--- config.mk ---
export PLATFORM = sky130hd
export DESIGN_NAME = pullit
export DESIGN_NICKNAME = d
export VERILOG_FILES = /design/src/rtl/pullit.sv
export SDC_FILE = /design/constraint.sdc
export NUM_CORES = 1
export LEC_CHECK = 0
export CAP_MARGIN = 0
export CORE_MARGIN = 4
export CORE_UTILIZATION = 50
export CTS_CLUSTER_DIAMETER = 200
export DETAILED_ROUTE_END_ITERATION = 8
export PLACE_DENSITY = 0.75
export SLEW_MARGIN = 20
export SYNTH_ARGS = -nofsm -noshare
export SYNTH_HDL_FRONTEND = slang
export SYNTH_SLANG_ARGS = --single-unit
--- constraint.sdc ---
create_clock -name clk -period 6.6 [get_ports clk]
set_input_delay 1.98 -clock clk [delete_from_list [all_inputs] [get_ports clk]]
set_output_delay 1.98 -clock clk [all_outputs]
set_load 0.03 [all_outputs]
--- src/rtl/pullit.sv ---
// Stream record decoder: frames trigger and cycle records from a
// header/payload byte stream and holds the decoded fields until acked.
module pullit #(
    parameter logic [7:0] TRIGHDR = 8'h81,
    parameter logic [7:0] CYCHDR  = 8'h82
) (
    input  logic        clk,
    input  logic        reset,
    input  logic [7:0]  data,
    input  logic        write,
    output logic        busy,
    output logic        trigvalid,
    output logic        cyclevalid,
    output logic [17:0] trignum,
    output logic [17:0] cyclenum,
    output logic [35:0] timenum,
    input  logic        ack,
    output logic [7:0]  errcnt
);

    typedef enum logic [1:0] {IDLE, TRIG, CYC, HOLD} state_t;

    state_t      state;
    logic [3:0]  idx;
    logic [20:0] sh_num;
    logic [41:0] sh_time;
    logic        hold_trig;

    logic        is_hdr;
    logic        hdr_ok;
    logic        last;
    logic        pad;
    logic        err;
    logic [20:0] num_nx;
    logic [41:0] time_nx;

    // Shadows keep the pad bits so the must-be-zero check runs on the last byte
    always_comb begin
        is_hdr  = data[7];
        hdr_ok  = (data == TRIGHDR) || (data == CYCHDR);
        num_nx  = {sh_num[13:0], data[6:0]};
        time_nx = {sh_time[34:0], data[6:0]};
        last    = ((state == TRIG) && (idx == 4'd8)) ||
                  ((state == CYC) && (idx == 4'd2));
        if (state == TRIG)
            pad = (sh_num[20:18] != 3'd0) || (time_nx[41:36] != 6'd0);
        else
            pad = (num_nx[20:18] != 3'd0);
        err = 1'b0;
        if (write) begin
            case (state)
                IDLE:     err = !hdr_ok;
                TRIG,
                CYC:      err = is_hdr || (last && pad);
                default:  err = 1'b1;
            endcase
        end
    end

    always_ff @(posedge clk or posedge reset) begin
        if (reset) begin
            state      <= IDLE;
            idx        <= 4'd0;
            sh_num     <= '0;
            sh_time    <= '0;
            hold_trig  <= 1'b0;
            busy       <= 1'b0;
            trigvalid  <= 1'b0;
            cyclevalid <= 1'b0;
            trignum    <= '0;
            cyclenum   <= '0;
            timenum    <= '0;
            errcnt     <= '0;
        end else begin
            if (err && (errcnt != 8'hFF))
                errcnt <= errcnt + 8'd1;
            case (state)
                IDLE, TRIG, CYC: begin
                    if (write) begin
                        if (is_hdr) begin
                            idx     <= 4'd0;
                            sh_num  <= '0;
                            sh_time <= '0;
                            if (data == TRIGHDR)
                                state <= TRIG;
                            else if (data == CYCHDR)
                                state <= CYC;
                            else
                                state <= IDLE;
                        end else if (state != IDLE) begin
                            idx <= idx + 4'd1;
                            if ((state == CYC) || (idx < 4'd3))
                                sh_num <= num_nx;
                            else
                                sh_time <= time_nx;
                            if (last) begin
                                state     <= pad ? IDLE : HOLD;
                                hold_trig <= (state == TRIG);
                            end
                        end
                    end
                end
                default: begin
                    if (!busy) begin
                        busy <= 1'b1;
                        if (hold_trig) begin
                            trigvalid <= 1'b1;
                            trignum   <= sh_num[17:0];
                            timenum   <= sh_time[35:0];
                        end else begin
                            cyclevalid <= 1'b1;
                            cyclenum   <= sh_num[17:0];
                        end
                    end else if (ack) begin
                        busy       <= 1'b0;
                        trigvalid  <= 1'b0;
                        cyclevalid <= 1'b0;
                        state      <= IDLE;
                    end
                end
            endcase
        end
    end

endmodule
==> results of run 1 <==
metal layers:
layer  vias to the layer above  GRT usage (%)  part of all wire, %
li1                       1776              -                    -
met1                      1917           26.0                   44
met2                        94           31.4                   49
met3                        13           5.75                  5.5
met4                         0           5.20                  1.2
met5                         -              0                    0
cells in the final DEF (no fill, tap or decap), drive strengths merged, types with 7 or more instances in the layout:
cell	count
a22o	36
clkdlybuf4s50	94
clkbuf	20
ha	8
mux2	74
a21oi	10
dfrtp	147
nand2	50
o21ai	28
xor2	7
inv	11
logic make-up (layout without fill, tap and decap cells):
family | count (synthesis) | count (layout) | share of synthesized area (%)
simple gates | 81 | 81 | 6.42
compound gates | 90 | 90 | 11.2
xor+xnor | 8 | 8 | 1.19
buf+inv | 36 | 140 | 2.65
mux | 76 | 76 | 14.5
flops | 147 | 147 | 62.3
fa+ha+maj | 8 | 8 | 1.70
sequential cells by signal, summed over array words and instances, names as in the netlist:
| signal | cells |
|---|---|
| cyclevalid | 1 |
| trignum | 18 |
| timenum | 36 |
| sh_time | 36 |
| errcnt | 8 |
| state | 2 |
| trigvalid | 1 |
| cyclenum | 18 |
| sh_num | 21 |
| idx | 4 |
| busy | 1 |
| hold_trig | 1 |
area by class of cell:
| type | count | area, um2 |
|---|---|---|
| fill | 856 | 3960 |
| multi-input combinational | 263 | 2080 |
| sequential | 147 | 3680 |
| inverter | 11 | 46.3 |
| clock inverter | 10 | 86.3 |
| tap | 143 | 179 |
| timing repair buffer | 99 | 978 |
| clock buffer | 20 | 457 |
report_power, final:
group | switching (mW) | internal (mW)
clock network | 0.344 | 0.530
registers | 0.157 | 1.05
logic | 0.431 | 0.305
worst reg2reg max path, cell delays in order (launching register included):
cell      delay [ns]
dfrtp_1         0.41
ha_1            0.32
nand2b_1        0.34
nor3_1          0.26
nor2b_2         0.65
buf_4           0.38
a22o_1          0.18
through the flow:
stage / total power, mW / std cells / cell area, um2 / util (%) / hold WS, ns
after floorplan: 1.67 / 446 / 5900 / - / 0.441
after global placement: 1.94 / 663 / 6960 / 60.7 / 0.455
after detailed placement: 1.96 / 663 / 6960 / 60.7 / 0.470
after CTS: 2.85 / 693 / 7500 / 65.4 / 0.482
after global routing: 2.97 / 693 / 7500 / 65.4 / 0.510
final: 2.82 / 693 / 7500 / 65.4 / 0.480
final timing paths:
path	startpoint	endpoint	slack (ns)
setup / recovery	data[7]	errcnt[5]	2.56
hold / removal	sh_num[20]	sh_num[20]	0.48
setup reg to reg	state[0]	sh_time[34]	3.99
hold reg to reg	sh_num[20]	sh_num[20]	0.48
max in group asynchronous	reset	sh_time[7]	3.40
min in group asynchronous	reset	errcnt[0]	2.15
==> metrics.csv, run 1 <==
stage,metric,value,unit
worst_setup_path,critical_path.max_fanout,22,
worst_setup_path,crit_family,buffers and inverters,
clocking,h-tree-depth,4,
global_route,grt_pass1_vias,3996,
detailed_routing,num_vias,3800,
worst_setup_path,cp_data_required_time,6.87,ns
power,worst_ir_drop_vdd,0.226,mV
status,status,finished clean,
synth,synth_top_area_cell,dfrtp_1,
final_layout,drive_gt1_share,22.0,%
synth,synth_edf_count,0,
worst_setup_path,crit_cells,6,
place,place_ws,2.10,ns
timing,hold_viol_final,0,
place,globalplace.congestion,0.829,
synth,synth_area_leaders,"dfrtp_1 (62%), mux2_2 (14%), a22o_1 (5.3%), nand2_1 (3.2%), o21ai_0 (2.2%)",
clocking,cts_root_buffer,clkbuf_16,
detailed_routing,wl,12.2,mm
synth,synth_area_per_cell,13.2,um2
timing,setup_viol,0,
clocking,cts-hold-fix-buffers,0,
timing,grt_setup_unrepaired,false,
global_route,grt_max_degree,112,
clocking,cts.sinks,147,
synth,synth_ff_type,dfrtp_1,
clocking,cts-resized-gates,0,
die,ios,95,
timing,worst_pin_slew,0.954,ns
worst_setup_path,r2r_cells,6,
synth,yosysMostFrequentCell,dfrtp_1,
die,initial_utilization,51.5,%
timing,layout_setup_ws,2.56,ns
timing,setup_tns,0,ns
timing,fin_skew,0.00874,ns
clocking,cts_buffers,17,
min_path,worstHoldPathType,register to register,
place,port_buffers,94,
clocking,clk_latency,0.41,ns
detailed_routing,drcViolationCount,0,
clocking,cts_setup_buffers,0,
detailed_routing,drtIter0Drc,242,
synth,synth_area,0.00590,mm2
place,hpwl,8.34,mm
global_route,grtUsageTotal,19.5,%
die,dieHeight,117,um
worst_setup_path,end_kind,register,
worst_setup_path,crit_slowest_cell,clkdlybuf4s50_1,
worst_setup_path,crit_chain,clkdlybuf4s50_1 > inv_1 > nor3_2 > o21a_2 > a2111oi_1 > xor2_1,
final_layout,n_antenna_cell,0,
synth,ys_seq_area_share,62.3,%
worst_setup_path,arrival,4.31,ns
worst_setup_path,path_buf_inv,2,
synth,ys_ff_latch,147,
synth,yosys_warnings,0,
worst_setup_path,crit_path_start_kind,input pin,
synth,syn_inst,446,
clocking,cts_tree,built,
global_route,grt_pass1_wl,20.4,mm
die,dieArea,0.0136,mm2
power,p_leak,3.53,nW
timing,finalCritPeriodShare,61.3,%
synth,async_flop_share,100,%
min_path,worstHoldPathCells,2,
detailed_routing,wl_per_cell,17.7,um
die,fp-row-count,39,
detailed_routing,ant_nets,0,
synth,syn_nets,466,
global_route,antenna_found_initial,0,
timing,period_needed,4.04,ns
detailed_routing,vias_per_cell,5.48,
timing,max_clock_freq,0.247,GHz
global_route,overflow,0,
worst_setup_path,crit_type,input pin to register,
final_layout,nets,559,
clocking,path_clk_slew,0.06,ns
worst_setup_path,slowest_delay,0.61,ns
timing,slew_violations,0,
detailed_routing,first_pass_iters,4,
power,powerDensity,376,mW/mm2
synth,yosys.cell_types.count,41,
synth,synth_common_cells,"dfrtp_1 (147), mux2_2 (73), nand2_1 (50)",
final_layout,synthToLayoutAreaGrowth,27.2,%
synth,synth_top_area_share,62.3,%
clocking,clockBufferDepth,2,
timing,relSlewSlack,36.4,%
die,core_area,0.0115,mm2
run,drv_cap,0,
die,die_w,117,um
Note: power is estimated with default switching activity, not from simulation.
==> run 2, diff against run 1 <==
--- a/config.mk
+++ b/config.mk
@@ -7,10 +7,10 @@
 export LEC_CHECK = 0
 export CAP_MARGIN = 0
 export CORE_MARGIN = 4
-export CORE_UTILIZATION = 50
+export CORE_UTILIZATION = 48
 export CTS_CLUSTER_DIAMETER = 200
 export DETAILED_ROUTE_END_ITERATION = 8
-export PLACE_DENSITY = 0.75
+export PLACE_DENSITY = 0.76
 export SLEW_MARGIN = 20
 export SYNTH_ARGS = -nofsm -noshare
 export SYNTH_HDL_FRONTEND = slang
==> constraint.sdc (replaced) <==
create_clock -name clk -period 3.37 [get_ports clk]
set_input_delay 1.011 -clock clk [delete_from_list [all_inputs] [get_ports clk]]
set_output_delay 1.011 -clock clk [all_outputs]
set_load 0.03 [all_outputs]
==> metrics.csv, run 2 (synthesis results as in run 1) <==
stage,metric,value,unit
min_path,worstHoldPathType,register to register,
global_route,grt_pass1_wl,21.5,mm
worst_setup_path,cp-startpoint,errcnt[2],
worst_setup_path,crit_path_start_kind,register,
timing,layout_setup_ws,0.765,ns
worst_setup_path,path_buf_inv,1,
clocking,cts_tree,built,
final_layout,finalInstanceArea,0.00767,mm2
clocking,h-tree-depth,4,
power,power_frac_clock,34.2,%
clocking,cts_root_buffer,clkbuf_16,
final_layout,drive_gt1_share,22.8,%
worst_setup_path,r2r_end,timenum[28],
final_layout,fillers,914,
global_route,grt_max_degree,74,
place,port_buffers,94,
status,status,finished clean,
timing,setup_tns,0,ns
detailed_routing,wl,13.0,mm
timing,finalCritPeriodShare,77.3,%
clocking,cts-resized-gates,0,
final_layout,layout_common_cells,"dfrtp_1 (147), clkdlybuf4s50_1 (94), mux2_2 (73), nand2_1 (50), a22o_1 (36)",
global_route,antenna_found_initial,0,
power,worst_ir_drop_vdd,0.410,mV
detailed_routing,num_vias,3914,
worst_setup_path,crit_type,register to primary output,
worst_setup_path,crit_family,buffers and inverters,
worst_setup_path,critical_path.max_fanout,6,
die,fp-row-count,40,
power,power_frac_seq,40.8,%
clocking,cts_setup_buffers,0,
detailed_routing,ant_nets,0,
power,powerDensity,760,mW/mm2
global_route,overflow,0,
clocking,clk_latency,0.42,ns
worst_setup_path,crit_slowest_cell,clkdlybuf4s50_1,
worst_setup_path,cp_data_required_time,2.36,ns
timing,max_clock_freq,0.384,GHz
timing,hold_slack,0.483,ns
global_route,grt_pass1_vias,4138,
place,placed_area,0.00703,mm2
timing,setup_viol,0,
detailed_routing,drtIter0Drc,283,
global_route,grtUsageTotal,19.3,%
final_layout,synthToLayoutAreaGrowth,29.9,%
worst_setup_path,r2r-start,state[0],
timing,hold_viol_final,0,
power,p_sw_share,32.3,%
power,comb_power_share,25.0,%
detailed_routing,drcViolationCount,0,
detailed_routing,wl_per_cell,18.5,um
worst_setup_path,end_kind,primary output,
timing,worst_pin_slew,0.914,ns
power,switching_power,1.88,mW
final_layout,layout_commonest_cell,dfrtp_1,
timing,fin_skew,0.00746,ns
clocking,cts_buffers,17,
worst_setup_path,crit_chain,clkdlybuf4s50_1,
worst_setup_path,crit_end,errcnt[2],
die,dieHeight,119,um
detailed_routing,first_pass_iters,4,
die,core_area,0.0120,mm2
clocking,cts-hold-fix-buffers,0,
worst_setup_path,arrival,1.59,ns
die,die_w,119,um
die,dieArea,0.0141,mm2
power,p_int,3.95,mW
worst_setup_path,slowest_delay,0.72,ns
final_layout,nets,563,
clocking,clockBufferDepth,2,
die,initial_utilization,49.1,%
final_layout,fin_util,63.8,%
clocking,cts.sinks,147,
worst_setup_path,rrSetupSlack,1.00,ns
clocking,path_clk_slew,0.06,ns
run,drv_cap,0,
place,place_ws,0.336,ns
die,ios,95,
worst_setup_path,crit_cells,1,
power,p_leak,3.60,nW
timing,period_needed,2.61,ns
timing,grt_setup_unrepaired,false,
timing,relSlewSlack,38.9,%
timing,slew_violations,0,
place,hpwl,8.93,mm
final_layout,reg_top3,"sh_time x36, timenum x36, sh_num x21",
detailed_routing,vias_per_cell,5.57,
place,globalplace.congestion,0.862,
final_layout,n_antenna_cell,0,
worst_setup_path,r2r_cells,4,
## run 2: cell count changes in the layout (fill, tap and decap cells not counted), sizes merged
cell      before  now
buf            5    9
bufinv         1    4
clkbuf        20   19
clkinv         6    5
clkinvlp       3    5
inv           11   10
## run 2: routing by layer
metal	global-route usage, %	up-vias	wire [um]	share of wire (%)
met5	0	-	0	0
met4	7.17	0	221	1.7
met3	5.70	17	690	5.3
met2	30.7	113	6250	48
met1	25.3	1992	5830	45
li1	-	1792	-	-
## run 2: layout make-up
class	instances	area (um2)	share of cell area (%)
clock buffer	19	453	5.91
inverter	11	45.0	0.587
sequential	147	3680	48.0
multi-input combinational	263	2080	27.1
tap	147	184	2.40
timing repair buffer	103	1050	13.6
clock inverter	13	183	2.38
## run 2: metrics by stage
stage	instances	total power, mW
after floorplan	446	3.28
after global placement	671	3.80
after detailed placement	671	3.87
after CTS	703	5.87
after global routing	703	6.11
final	703	5.83
## run 2: power groups by stage
stage	Clock (mW)	Sequential [mW]	Combinational (mW)
6_report	1.99	2.38	1.46
2_1_floorplan	0	2.58	0.698
3_3_place_gp	0	2.39	1.41
3_5_place_dp	0	2.41	1.46
5_1_grt	2.11	2.43	1.57
4_1_cts	2.02	2.38	1.47
## run 2: how the worst min path moves through the flow
| stage | depth (start not counted) | start | end |
|---|---|---|---|
| after floorplan | 2 | sh_num[20] | sh_num[20] |
| after CTS | 2 | sh_num[20] | sh_num[20] |
| after global placement | 2 | sh_num[20] | sh_num[20] |
| after detailed placement | 2 | sh_num[20] | sh_num[20] |
| after global routing | 1 | trignum[6] | trignum[6] |
| final | 2 | sh_num[20] | sh_num[20] |
